### src/rtl/bram_sdp.sv
// bram_sdp: simple dual-port RAM with one write port and one read port, byte
// enables, write-first read-during-write, and an optional output register.
// After every reset the RAM can sweep itself to zero before accepting traffic.
//
// State table:
//   ST_CLEAR | post-reset zero sweep (or a single-cycle pass when CLEAR_=0);
//            | user we/re are ignored and ready=0
//   ST_RUN   | normal operation; ready=1
//
// Ports:
//   clk    - single clock, rising edge
//   rst_n  - asynchronous active-low reset
//   ready  - high when user reads and writes are accepted
//   we     - write enable
//   waddr  - write address
//   din    - write data
//   be     - byte enables, be[i] gates din[8i+7:8i]
//   re     - read enable
//   raddr  - read address
//   dout   - read data, held until the next read completes
//   dvalid - one-cycle strobe per completed read (latency 1 + OREG_)
module bram_sdp #(
  parameter int ADDR_  = 8,
  parameter int DATA_  = 8,
  parameter int OREG_  = 0,
  parameter int CLEAR_ = 1
) (
  input  logic                 clk,
  input  logic                 rst_n,
  output logic                 ready,
  input  logic                 we,
  input  logic [ADDR_-1:0]     waddr,
  input  logic [DATA_-1:0]     din,
  input  logic [DATA_/8-1:0]   be,
  input  logic                 re,
  input  logic [ADDR_-1:0]     raddr,
  output logic [DATA_-1:0]     dout,
  output logic                 dvalid
);

  localparam int BE_    = DATA_ / 8;
  localparam int DEPTH_ = 1 << ADDR_;

  typedef enum logic {
    ST_CLEAR = 1'b0,
    ST_RUN   = 1'b1
  } state_t;

  state_t             state_q, state_d;
  logic [ADDR_-1:0]   cnt_q, cnt_d;

  // read pipeline: stage 1 is the array read, stage 2 the optional output register
  logic               v1_q, v1_d;
  logic [DATA_-1:0]   d1_q, d1_d;
  logic               v2_q, v2_d;
  logic [DATA_-1:0]   d2_q, d2_d;

  // write port, shared between the clear sweep and user writes
  logic [BE_-1:0]     mem_wbe;
  logic [ADDR_-1:0]   mem_addr;
  logic [DATA_-1:0]   mem_wdata;

  logic               rd_en;
  logic [DATA_-1:0]   rd_word;

  // contents are deliberately not reset; zeroing happens only through the sweep
  logic [DATA_-1:0]   mem [DEPTH_];

  always_comb begin
    state_d   = state_q;
    cnt_d     = cnt_q;
    mem_wbe   = '0;
    mem_addr  = waddr;
    mem_wdata = din;
    case (state_q)
      ST_CLEAR: begin
        if (CLEAR_ != 0) begin
          mem_wbe   = '1;
          mem_addr  = cnt_q;
          mem_wdata = '0;
          cnt_d     = cnt_q + 1'b1;
          // last word is written on the same edge that enters RUN
          if (cnt_q == '1) state_d = ST_RUN;
        end else begin
          state_d = ST_RUN;
        end
      end
      ST_RUN: begin
        if (we) mem_wbe = be;
      end
      default: state_d = ST_CLEAR;
    endcase
  end

  // Same-address read during a write returns the merged word: enabled lanes
  // from din, remaining lanes from the current contents.
  always_comb begin
    rd_en   = (state_q == ST_RUN) && re;
    rd_word = mem[raddr];
    if (rd_en && we && (waddr == raddr)) begin
      for (int i = 0; i < BE_; i++) begin
        if (be[i]) rd_word[8*i +: 8] = din[8*i +: 8];
      end
    end
    v1_d = rd_en;
    d1_d = rd_en ? rd_word : d1_q;
    v2_d = v1_q;
    d2_d = v1_q ? d1_q : d2_q;
  end

  always_ff @(posedge clk) begin
    for (int i = 0; i < BE_; i++) begin
      if (mem_wbe[i]) mem[mem_addr][8*i +: 8] <= mem_wdata[8*i +: 8];
    end
  end

  always_ff @(posedge clk or negedge rst_n) begin
    if (!rst_n) begin
      state_q <= ST_CLEAR;
      cnt_q   <= '0;
      v1_q    <= 1'b0;
      d1_q    <= '0;
      v2_q    <= 1'b0;
      d2_q    <= '0;
    end else begin
      state_q <= state_d;
      cnt_q   <= cnt_d;
      v1_q    <= v1_d;
      d1_q    <= d1_d;
      v2_q    <= v2_d;
      d2_q    <= d2_d;
    end
  end

  assign ready  = (state_q == ST_RUN);
  assign dvalid = (OREG_ != 0) ? v2_q : v1_q;
  assign dout   = (OREG_ != 0) ? d2_q : d1_q;

endmodule

### config.mk
export PLATFORM = sky130hd
export DESIGN_NAME = bram_sdp
export DESIGN_NICKNAME = d
export VERILOG_FILES = /design/src/rtl/bram_sdp.sv
export SDC_FILE = /design/constraint.sdc
export NUM_CORES = 2
export LEC_CHECK = 0
export CAP_MARGIN = 15
export CORE_MARGIN = 8
export CORE_UTILIZATION = 30
export CTS_BUF_LIST = sky130_fd_sc_hd__clkbuf_4
export DETAILED_ROUTE_END_ITERATION = 16
export MAX_ROUTING_LAYER = met4
export PLACE_DENSITY = 0.47
export SETUP_SLACK_MARGIN = 0.02
export SYNTH_ARGS = -nofsm -noshare
export SYNTH_HDL_FRONTEND = slang
export SYNTH_SLANG_ARGS = --single-unit
### constraint.sdc
create_clock -name clk -period 5.4 [get_ports clk]
set_input_delay 1.08 -clock clk [delete_from_list [all_inputs] [get_ports clk]]
set_output_delay 1.08 -clock clk [all_outputs]
set_load 0.1 [all_outputs]
==> impl_results.md <==
* Class of the most critical setup path: reg2out
* TritonCTS Buffers at approximately 570
* Via Count at 41100
* H-tree lvl count at 6
* Post-synthesis cell type with the largest combined area: edfxtp_1
* Number of instances in the placed design at approximately 7400
* Result of the run: finished, final reports clean
* Final number of setup-violating endpoints at 0
* Type of element capturing the critical path: output pin
* Number of antenna violations at the first check in global routing at 8
* GPL Wtd Cong at 0.846
* Gate count after technology mapping at 3710
* HPWL after DPL at 138000 um
* Sequence of cells on the critical path: clkdlybuf4s50_1
* Count of routing violations after the opening detailed-route iteration at 3746
* FP Rows at around 190
* Minimum setup slack in the final design at around 700 ps
* Final Hold Viols at 0
* Data arrival at the endpoint of the critical path at about 3600 ps
* Wire length of the first global-routing pass at about 320000 um
* Fin. max-slew vios at 0
* Share of flip-flops with an asynchronous set or reset at 0.00871
* # fillers at 25000
* Cell at the slowest stage of the critical path: clkdlybuf4s50_1
* Commonest cells in the netlist: edfxtp_1 (2048), mux4_2 (523), nor2_1 (294)
* Number of iterations in the first detailed-routing pass at 5
* Leading post-synthesis cells by cell area: edfxtp_1 (77%), mux4_2 (15%), nor2_1 (1.4%)
* Netlist area before placement at 0.0800 sq mm
* Vias per Instance at 4.92
* Maximum number of pins on one net before global-route repair at 137
* DRC violation count after routing at 0
* Number of warnings issued by yosys at 0
* Count of max-cap constraint violations at 0
* Maximum clock skew at final layout at 88.7 ps
* Pre-CTS setup slack at around 630 ps
* Most repeated cell in the gate-level netlist after synthesis: edfxtp_1
* Clock-pin slew on the worst setup and hold paths at about 70 ps
* TritonCTS clock tree: done
* Unrepaired setup endpoints after global routing: no
* Summed negative setup slack over all endpoints at 0 ps
* Syn Nets at 3740
* Worst slew margin relative to its limit at 0.161
* Static leakage at about 24 nW
* Number of resized instances in the post-cts repair step at 0
* CTS Root Buffer Type: clkbuf_4
* Port buffer count at 38
* Gr usage total at 0.160
* Fraction of post-synthesis cell area in the top cell type by area at 0.768
* Power density over cell area at 340 mW/mm^2
* Effective utilization at floorplan at 0.302
* Peak VDD IR at 205 uV
* Area of the die at 0.284 sq mm
* Bufs on Longest Clock Path at 4
* Average wire per cell in the routed design at ~27 um
* Die height at 533 um
* Share of final-layout standard cells stronger than drive strength 1 at 0.369
* Clock latency reported for the late side of the worst-skew pair at 1340 ps
* Data required time at the worst endpoint at about 4300 ps
* Via count of the first global-routing pass at between 40000 and 50000
* Number of distinct library cell variants in the gate-level netlist after synthesis at 57
* Main synth FF type: edfxtp_1
* Total congestion overflow at 0
* Post-DRT Antenna Nets at 0
* Chip width at 533 um
* Number of nets in the final layout at between 4000 and 5000
* Worst-path maximum fanout at 23
* Startpoint Class: flip-flop
* Area growth syn-to-layout at 16.9%
* Final standard cell count with taps included and fillers excluded at roughly 8300
* Core outline area at 0.265 sq mm
* Post-layout min period at 4680 ps
* Slowest stage delay, CP at roughly 1300 ps
* Peak clock frequency supported by timing at 0.214 GHz
* Classification of the worst-slack hold path: reg2reg
* Transition time at the pin with the least slew margin at 1250 ps
* Flops & latches, synth at 2066
* Cell family with the largest share of critical-path delay: buffers and inverters
* Seq/Total Area, Yosys at 0.774
* IO Count at 39
* Post-Syn Area per Cell at roughly 22 sq um
* Portion of the clock cycle consumed by the worst path in the final layout at 0.867
* Total Wirelength at 226000 um
* Sinks on the clock net at 2066
* EDFF count, synth at 2048
* Worst path bufs/invs at 1
## metal layers
layer,part of all wire,vias to the layer above,track usage
met4,0.030,0,0.0552
met5,0,-,-
met1,0.44,21900,0.211
met3,0.053,400,0.0309
met2,0.48,1403,0.249
li1,-,17400,-
## path summary, 6_finish.rpt
kind | start | endpoint | slack [ps] | cells past startpoint
setup reg to reg | ready$_DFF_PN0_ | mem[3][2]$_DFFE_PP_ | 1220 | 4
max in group asynchronous | rst_n | dout[4]$_DFFE_PN0P_ | 4470 | 3
hold / removal | cnt_q[0]$_DFFE_PN0N_ | cnt_q[0]$_DFFE_PN0N_ | 500 | 1
setup / recovery | ready$_DFF_PN0_ | ready | 720 | 1
hold reg to reg | cnt_q[0]$_DFFE_PN0N_ | cnt_q[0]$_DFFE_PN0N_ | 500 | 1
min in group asynchronous | rst_n | dvalid$_DFF_PN0_ | 660 | 3
## cell families after synthesis
family          after synthesis  synth area share
compound gates              266            0.0230
xor+xnor                     15           0.00164
fa+ha+maj                     1          0.000156
buf+inv                     223            0.0152
flops                      2066             0.774
mux                         583             0.155
simple gates                556            0.0309
## registers in the layout, indices dropped and copies added (netlist names)
signal  cells
dout        8
ready       1
dvalid      1
cnt_q       8
mem      2048
## where the power goes
group / leakage, nW / total [mW] / internal, mW / switching, mW
Sequential: 14.4 / 17.3 / 17.3 / 0
Combinational: 5.85 / 0.788 / 0.287 / 0.501
Clock: 4.12 / 13.7 / 7.30 / 6.39
Total: 24.3 / 31.8 / 24.9 / 6.89
## cell usage in the layout (no fill, tap or decap), types with 21 or more instances in the layout
cell type / netlist / routed
a21oi_1: 34 / 34
a22oi_1: 76 / 76
buf_12: 5 / 37
buf_4: 26 / 298
clkbuf_4: 0 / 828
clkdlybuf4s50_1: 0 / 32
clkinv_1: 0 / 75
edfxtp_1: 2048 / 2048
mux2i_1: 46 / 46
mux4_2: 523 / 523
nand2_1: 94 / 78
nand3_1: 33 / 33
nand4_1: 21 / 21
nor2_1: 294 / 294
nor3_1: 30 / 30
o221ai_1: 22 / 22
o22ai_1: 62 / 62
## final cells by class
cell class / count / area (sq um) / area share
sequential: 2066 / 61900 / 0.662
multi-input combinational: 1421 / 16900 / 0.181
clock buffer: 828 / 6220 / 0.0664
tap: 3533 / 4420 / 0.0473
timing repair buffer: 373 / 3360 / 0.0360
clock inverter: 106 / 601 / 0.00642
antenna: 16 / 40.0 / 0.000428
inverter: 6 / 22.5 / 0.000241
## what timing repair did
item                      CTS  global route
buffers inserted            0             0
hold buffers                1             0
hold endpoints to repair   17             0
## per-stage QoR
step | util | power [mW] | hold slack [ps] | instance area, sq um
floorplan | - | 18.2 | 466 | 80000
global placement | 0.327 | 18.5 | 488 | 86700
detailed placement | 0.327 | 18.5 | 488 | 86700
CTS | 0.352 | 32.3 | 439 | 93500
global route | 0.353 | 33.1 | 487 | 93500
finish | 0.353 | 31.8 | 500 | 93600
Note: power is estimated with default switching activity, not from simulation.
